===== src/rtl/camera_frame_writer_pkg.sv =====
// Shared definitions for the camera frame writer: queue word layout, writer
// state encoding and frame geometry helper.
package camera_frame_writer_pkg;

    localparam int QUEUE_WORD_W     = 17;
    localparam int QUEUE_MARKER_BIT = 16;
    localparam int PIXEL_W          = 16;

    typedef enum logic [1:0] {
        WAIT_MARKER,
        FILL,
        REQUEST,
        STREAM
    } state_t;

    function automatic int frame_words(input int width, input int height);
        return width * height;
    endfunction

    function automatic logic [PIXEL_W-1:0] pixel_of(input logic [QUEUE_WORD_W-1:0] word);
        return word[PIXEL_W-1:0];
    endfunction

endpackage


===== src/rtl/camera_frame_writer_if.sv =====
// Burst write command/data handshake between the frame writer (master) and
// the PSRAM controller (slave).
interface camera_frame_writer_if
    import camera_frame_writer_pkg::*;
#(
    parameter int ADDR_WIDTH = 21
);
    logic                  mem_cmd_valid;
    logic                  mem_cmd_ready;
    logic [ADDR_WIDTH-1:0] mem_addr;
    logic                  mem_data_req;
    logic [PIXEL_W-1:0]    mem_data;

    modport master (
        output mem_cmd_valid, mem_addr, mem_data,
        input  mem_cmd_ready, mem_data_req
    );

    modport slave (
        input  mem_cmd_valid, mem_addr, mem_data,
        output mem_cmd_ready, mem_data_req
    );
endinterface


===== src/rtl/camera_frame_writer_burst_buffer.sv =====
// One-burst staging store: single write port, registered read port.
// The array carries no reset so it can map onto LUT-RAM.
module burst_buffer #(
    parameter int DEPTH = 16,
    parameter int WIDTH = 16,
    localparam int AW   = (DEPTH > 1) ? $clog2(DEPTH) : 1
) (
    input  logic             MemoryClk,
    input  logic             nRST,
    input  logic             we,
    input  logic [AW-1:0]    waddr,
    input  logic [WIDTH-1:0] wdata,
    input  logic             re,
    input  logic [AW-1:0]    raddr,
    output logic [WIDTH-1:0] rdata
);
    logic [WIDTH-1:0] mem [DEPTH];

    always_ff @(posedge MemoryClk) begin
        if (we) mem[waddr] <= wdata;
    end

    always_ff @(posedge MemoryClk) begin
        if (!nRST)   rdata <= '0;
        else if (re) rdata <= mem[raddr];
    end
endmodule


===== src/rtl/camera_frame_writer.sv =====
// Pops pixel-queue words, packs them into bursts and writes them to a
// double-buffered frame store through the memory controller handshake.
module camera_frame_writer
    import camera_frame_writer_pkg::*;
#(
    parameter int FRAME_WIDTH  = 640,
    parameter int FRAME_HEIGHT = 480,
    parameter int BURST_LEN    = 16,
    parameter int ADDR_WIDTH   = 21,
    parameter int FRAME_BASE   = 0
) (
    input  logic                     MemoryClk,
    input  logic                     nRST,
    input  logic                     queue_empty,
    input  logic [QUEUE_WORD_W-1:0]  queue_data,
    output logic                     queue_rd_en,
    camera_frame_writer_if.master    mem,
    output logic                     frame_done,
    output logic                     frame_error,
    output logic                     active_frame
);
    localparam int FRAME_WORDS = frame_words(FRAME_WIDTH, FRAME_HEIGHT);
    localparam int IDX_W       = $clog2(FRAME_WORDS + 1);
    localparam int FILL_W      = $clog2(BURST_LEN + 1);
    localparam int BUF_AW      = (BURST_LEN > 1) ? $clog2(BURST_LEN) : 1;
    localparam longint BUF1_END = longint'(FRAME_BASE) + 2 * longint'(FRAME_WORDS);
    localparam logic [ADDR_WIDTH-1:0] BASE0 = ADDR_WIDTH'(FRAME_BASE);
    localparam logic [ADDR_WIDTH-1:0] BASE1 = ADDR_WIDTH'(FRAME_BASE + FRAME_WORDS);

    if (FRAME_WORDS % BURST_LEN != 0) begin : g_chk_burst
        $error("frame size is not a whole number of bursts");
    end
    if (BUF1_END > (longint'(1) << ADDR_WIDTH)) begin : g_chk_addr
        $error("frame buffer 1 does not fit in the address space");
    end

    state_t                  state, state_next;
    logic [IDX_W-1:0]        index;
    logic [IDX_W:0]          index_adv;
    logic [FILL_W-1:0]       fill, rd_k;
    logic                    write_buf, rd_valid;
    logic                    rd_marker, rd_pixel, at_origin;
    logic                    mid_marker, fill_last, burst_last, frame_end;
    logic                    buf_we, buf_re;
    logic                    cmd_valid;
    logic [ADDR_WIDTH-1:0]   cmd_addr;
    logic [PIXEL_W-1:0]      rd_word;

    assign rd_marker = rd_valid &&  queue_data[QUEUE_MARKER_BIT];
    assign rd_pixel  = rd_valid && !queue_data[QUEUE_MARKER_BIT];
    assign at_origin = (index == '0) && (fill == '0);
    assign index_adv = {1'b0, index} + (IDX_W+1)'(BURST_LEN);

    always_ff @(posedge MemoryClk) begin
        if (!nRST) state <= WAIT_MARKER;
        else       state <= state_next;
    end

    always_comb begin
        state_next = state;
        case (state)
            WAIT_MARKER: if (rd_marker)          state_next = FILL;
            FILL:        if (fill_last)          state_next = REQUEST;
            REQUEST:     if (mem.mem_cmd_ready)  state_next = STREAM;
            STREAM:      if (burst_last)         state_next = frame_end ? WAIT_MARKER : FILL;
            default:                             state_next = WAIT_MARKER;
        endcase
    end

    // Pops are gated by nRST so every output reads zero while reset is held.
    always_comb begin
        queue_rd_en = nRST && !queue_empty
                   && (state == WAIT_MARKER || state == FILL)
                   && (({1'b0, fill} + (FILL_W+1)'(rd_valid)) < (FILL_W+1)'(BURST_LEN));
        cmd_valid  = 1'b0;
        cmd_addr   = '0;
        buf_we     = 1'b0;
        buf_re     = 1'b0;
        mid_marker = 1'b0;
        fill_last  = 1'b0;
        burst_last = 1'b0;
        frame_end  = 1'b0;
        case (state)
            FILL: begin
                buf_we     = rd_pixel;
                fill_last  = rd_pixel && (fill == FILL_W'(BURST_LEN - 1));
                mid_marker = rd_marker && !at_origin;
            end
            REQUEST: begin
                cmd_valid = 1'b1;
                cmd_addr  = (write_buf ? BASE1 : BASE0) + ADDR_WIDTH'(index);
            end
            STREAM: begin
                buf_re     = mem.mem_data_req;
                burst_last = buf_re && (rd_k == FILL_W'(BURST_LEN - 1));
                frame_end  = burst_last && (index_adv == (IDX_W+1)'(FRAME_WORDS));
            end
            default: ;
        endcase
    end

    always_ff @(posedge MemoryClk) begin
        if (!nRST) begin
            index        <= '0;
            fill         <= '0;
            rd_k         <= '0;
            write_buf    <= 1'b1;
            active_frame <= 1'b0;
            frame_done   <= 1'b0;
            frame_error  <= 1'b0;
            rd_valid     <= 1'b0;
        end else begin
            rd_valid    <= queue_rd_en;
            frame_done  <= frame_end;
            frame_error <= mid_marker;
            case (state)
                WAIT_MARKER: if (rd_marker) begin
                    index <= '0;
                    fill  <= '0;
                end
                FILL: begin
                    if (mid_marker) begin
                        index <= '0;
                        fill  <= '0;
                    end else if (rd_pixel) begin
                        fill <= fill + FILL_W'(1);
                    end
                end
                REQUEST: rd_k <= '0;
                STREAM: if (buf_re) begin
                    rd_k <= rd_k + FILL_W'(1);
                    if (burst_last) begin
                        // fill is cleared on both exits so WAIT_MARKER can pop again
                        fill <= '0;
                        if (frame_end) begin
                            index        <= '0;
                            active_frame <= write_buf;
                            write_buf    <= ~write_buf;
                        end else begin
                            index <= index_adv[IDX_W-1:0];
                        end
                    end
                end
                default: ;
            endcase
        end
    end

    burst_buffer #(
        .DEPTH (BURST_LEN),
        .WIDTH (PIXEL_W)
    ) u_burst_buffer (
        .MemoryClk (MemoryClk),
        .nRST      (nRST),
        .we        (buf_we),
        .waddr     (fill[BUF_AW-1:0]),
        .wdata     (pixel_of(queue_data)),
        .re        (buf_re),
        .raddr     (rd_k[BUF_AW-1:0]),
        .rdata     (rd_word)
    );

    assign mem.mem_cmd_valid = cmd_valid;
    assign mem.mem_addr      = cmd_addr;
    assign mem.mem_data      = rd_word;
endmodule


===== src/flat_wrapper.sv =====
// flat-port wrapper written by rule: the top's interface ports become plain ports
module camera_frame_writer_flat import camera_frame_writer_pkg::*;
#(
    parameter int FRAME_WIDTH  = 640,
    parameter int FRAME_HEIGHT = 480,
    parameter int BURST_LEN    = 16,
    parameter int ADDR_WIDTH   = 21,
    parameter int FRAME_BASE   = 0
)
  (MemoryClk, nRST, queue_empty, queue_data, queue_rd_en, frame_done, frame_error, active_frame, mem_mem_cmd_valid, mem_mem_addr, mem_mem_data, mem_mem_cmd_ready, mem_mem_data_req);
  camera_frame_writer_if #(.ADDR_WIDTH(ADDR_WIDTH)) mem_i ();
  input  logic MemoryClk;
  input  logic nRST;
  input  logic queue_empty;
  input  logic [QUEUE_WORD_W-1:0] queue_data;
  output logic queue_rd_en;
  output logic frame_done;
  output logic frame_error;
  output logic active_frame;
  output wire logic [$bits(mem_i.mem_cmd_valid)-1:0] mem_mem_cmd_valid;
  output wire logic [$bits(mem_i.mem_addr)-1:0] mem_mem_addr;
  output wire logic [$bits(mem_i.mem_data)-1:0] mem_mem_data;
  input wire logic [$bits(mem_i.mem_cmd_ready)-1:0] mem_mem_cmd_ready;
  input wire logic [$bits(mem_i.mem_data_req)-1:0] mem_mem_data_req;
  assign mem_mem_cmd_valid = mem_i.mem_cmd_valid;
  assign mem_mem_addr = mem_i.mem_addr;
  assign mem_mem_data = mem_i.mem_data;
  assign mem_i.mem_cmd_ready = mem_mem_cmd_ready;
  assign mem_i.mem_data_req = mem_mem_data_req;
  camera_frame_writer #(.FRAME_WIDTH(FRAME_WIDTH), .FRAME_HEIGHT(FRAME_HEIGHT), .BURST_LEN(BURST_LEN), .ADDR_WIDTH(ADDR_WIDTH), .FRAME_BASE(FRAME_BASE)) u_core (.MemoryClk(MemoryClk), .nRST(nRST), .queue_empty(queue_empty), .queue_data(queue_data), .queue_rd_en(queue_rd_en), .mem(mem_i), .frame_done(frame_done), .frame_error(frame_error), .active_frame(active_frame));
endmodule

===== config.mk =====
export PLATFORM = sky130hd
export DESIGN_NAME = camera_frame_writer_flat
export DESIGN_NICKNAME = d
export VERILOG_FILES = /design/src/rtl/camera_frame_writer_pkg.sv /design/src/rtl/camera_frame_writer_if.sv /design/src/rtl/camera_frame_writer_burst_buffer.sv /design/src/rtl/camera_frame_writer.sv /design/src/flat_wrapper.sv
export SDC_FILE = /design/constraint.sdc
export NUM_CORES = 1
export LEC_CHECK = 0
export ABC_AREA = 1
export CORE_MARGIN = 2
export CORE_UTILIZATION = 40
export DETAILED_ROUTE_END_ITERATION = 7
export GPL_ROUTABILITY_DRIVEN = 0
export SYNTH_ARGS = -nofsm -noshare
export SYNTH_HDL_FRONTEND = slang
export SYNTH_SLANG_ARGS = --single-unit
export TNS_END_PERCENT = 100

===== constraint.sdc =====
create_clock -name MemoryClk -period 5.85 [get_ports MemoryClk]
set_input_delay 1.17 -clock MemoryClk [delete_from_list [all_inputs] [get_ports MemoryClk]]
set_output_delay 1.17 -clock MemoryClk [all_outputs]
set_load 0.02 [all_outputs]

==> impl_metrics.tcl <==
set metrics [dict create \
    final_nets 1229 \
    layout_common_cells "256 x edfxtp_1, 173 x nor2_1, 148 x o21ai_0, 100 x nand2_1, 71 x inv_1" \
    syn_area_um2 12900 \
    grt_pass1_vias 8562 \
    grt_pass1_wl_um 49400 \
    final_common_cell "edfxtp_1" \
    wl_um 32100 \
    final.min_clock_period_ns 4.29 \
    h-tree-depth 1 \
    area_growth_pct 15.7 \
    clk_latency_ns 0.56 \
    die_x_um 183 \
    cp_num_buf_inv 3 \
    ys_seq_area_share_pct 67.2 \
    grt-ovfl-total 0 \
    first_pass_iters 5 \
    row_count 65 \
    syn_inst 1137 \
    min_period_over_period_pct 73.3 \
    setup_viol 0 \
    cp_common_cell "clkdlybuf4s50_1" \
    clkTransAtPathRegs_ns 0.06 \
    routed_via_density 5.48 \
    hold_viol 0 \
    required_ns 4.68 \
    dieArea_um2 33600 \
    vias 8844 \
    drive_gt1_share_pct 9.98 \
    path_cells "clkdlybuf4s50_1 -> buf_4 -> nand2_1 -> nor4_1 -> clkdlybuf4s50_1" \
    grt_usage_pct 19.1 \
    worst-path-max-fanout 35 \
    maxCapViolCount 0 \
    routedWlPerCell_um 19.9 \
    dp_hpwl_um 18100 \
    drt_iter0_drc 739 \
    fp.dieH_um 183 \
    numPortBuffers 58 \
    synth_top_area_cell "edfxtp_1" \
    hold_buffers 0 \
    cts_max_path_buffers 3 \
    hold_path_class "reg -> reg" \
    relSlewSlack_pct 27.9 \
    rr_startpoint "u_core.rd_k[3]" \
    cts_tree "built" \
    fin_setup_tns_ns 0 \
    postCtsSetupBuffers 0 \
    grt_max_degree 86 \
    drv_slew 0 \
    fin_worst_skew_ns 0.0194 \
    yosys-top-cells-area "edfxtp_1 60%, dfxtp_1 7.5%, o21ai_0 5.8%, nor2_1 5.4%, o221ai_1 3.3%" \
    crit_family "buffers and inverters" \
    core_um2 31600 \
    ctsRootBufferMaster "clkbuf_16" \
    cp_slowest_cell "clkdlybuf4s50_1" \
    synth_top_area_share_pct 59.7 \
    boundaryPins 64 \
    start_util_pct 40.7 \
    dpl_worst_slack_ns 1.55 \
    min-delay-start "u_core.fill[4]" \
    crit_arrival_ns 3.12 \
    clock-sinks 304 \
    antenna_cells 0 \
    worst_slack_ns 1.56 \
    antenna_found_initial 0 \
    crit_path_start "nRST" \
    yosys_register_bits 304 \
    fmax_mhz 233 \
    worstSetupStartpointType "input pin" \
    end_kind "output pin" \
    power.density_nw_per_um2 320 \
    slowest_delay_ns 0.65 \
    ctsResizeCount 0 \
    tightestPinTransition_ns 1.08 \
    avgSynthCellArea_um2 11.3 \
    leakage_nw 5.11 \
    yosysWarnings 0 \
    numCtsBuffers 31 \
    ant_nets 0 \
    crit_type "in -> out" \
    max-vdd-ir-drop_mv 0.215 \
    rsz0062_at_grt "no" \
    drc 0 \
    status "finished, final reports clean" \
    synth.distinct_cells 38 \
]
==> cells in the mapped netlist, drive strengths merged <==
cell type and number:
edfxtp 256, nor2 195, o21ai 157, nand2 107, inv 77, nand3 61
dfxtp 48, o221ai 48, clkbuf 44, buf 27, a21oi 18, ha 18
nand4 17, o211ai 17, o22ai 17, nor3 8, o41ai 5, clkinv 3
nor4 3, or2 3, xor2 3, a22o 1, conb 1, fa 1
nand3b 1, o21a 1
==> cell families after synthesis <==
logic type / share of synthesized area, %
flip-flops: 67.2
other: 0.0291
XOR/XNOR: 0.262
AND/OR/NAND/NOR: 13.4
adder cells (fa/ha/maj): 1.90
AO/OA/AOI/OAI: 12.4
buffers and inverters: 4.85
==> final cells by class <==
| type | count | area (um2) |
|---|---|---|
| clock inverter | 17 | 156 |
| fill | 2824 | 16700 |
| sequential | 304 | 8650 |
| clock buffer | 40 | 830 |
| multi-input combinational | 686 | 3670 |
| inverter | 80 | 304 |
| timing repair buffer | 85 | 783 |
| tap | 402 | 503 |
==> report_power, final <==
part	leakage [nW]	internal, mW	switching (mW)	total, mW
clock	0.482	1.12	0.791	1.91
sequential	2.69	2.37	0.0164	2.38
combinational	1.94	0.141	0.334	0.475
==> path summary, 6_finish.rpt <==
kind | slack, ns | depth (start not counted) | end
setup / recovery | 1.56 | 5 | queue_rd_en
hold / removal | 0.46 | 2 | u_core.fill[4]
setup reg to reg | 2.81 | 11 | u_core.index[14]
hold reg to reg | 0.46 | 2 | u_core.fill[4]
==> state kept, by name (all words and copies together), names as in the netlist <==
name	flops
u_core.u_burst_buffer.mem	256
u_core.fill	5
u_core.frame_done	1
u_core.state	2
u_core.rd_valid	1
u_core.active_frame	1
u_core.index	15
u_core.frame_error	1
u_core.u_burst_buffer.rdata	16
u_core.write_buf	1
u_core.rd_k	5
==> through the flow <==
stage          util [%]  std cells  hold slack (ns)  area, um2  power [mW]
2_1_floorplan         -       1141            0.439      12900        2.73
3_3_place_gp       44.0       1557            0.451      13900        2.90
3_5_place_dp       44.0       1557            0.454      13900        2.90
4_1_cts            47.1       1614            0.464      14900        4.81
5_1_grt            47.1       1614            0.482      14900        4.94
6_report           47.1       1614            0.463      14900        4.77
==> worst register-to-register path, stage by stage (launching register included) <==
cell	delay, ns
dfxtp_1	0.73
clkinv_1	0.19
nor2_1	0.17
ha_1	0.19
nand2_1	0.07
a22o_1	0.23
nor2_1	0.09
nand2_1	0.27
nand2_1	0.37
clkinv_1	0.37
nand2_1	0.15
o41ai_1	0.07
==> routing by layer <==
layer | wire [um] | part of all wire (%) | up-vias | global-route usage (%)
met2 | 15200 | 47 | 262 | 31.4
met3 | 1910 | 6.0 | 31 | 2.34
met5 | 0 | 0 | - | 0
li1 | - | - | 4197 | -
met4 | 403 | 1.3 | 0 | 4.38
met1 | 14600 | 45 | 4354 | 27.1
Note: power is estimated with default switching activity, not from simulation.
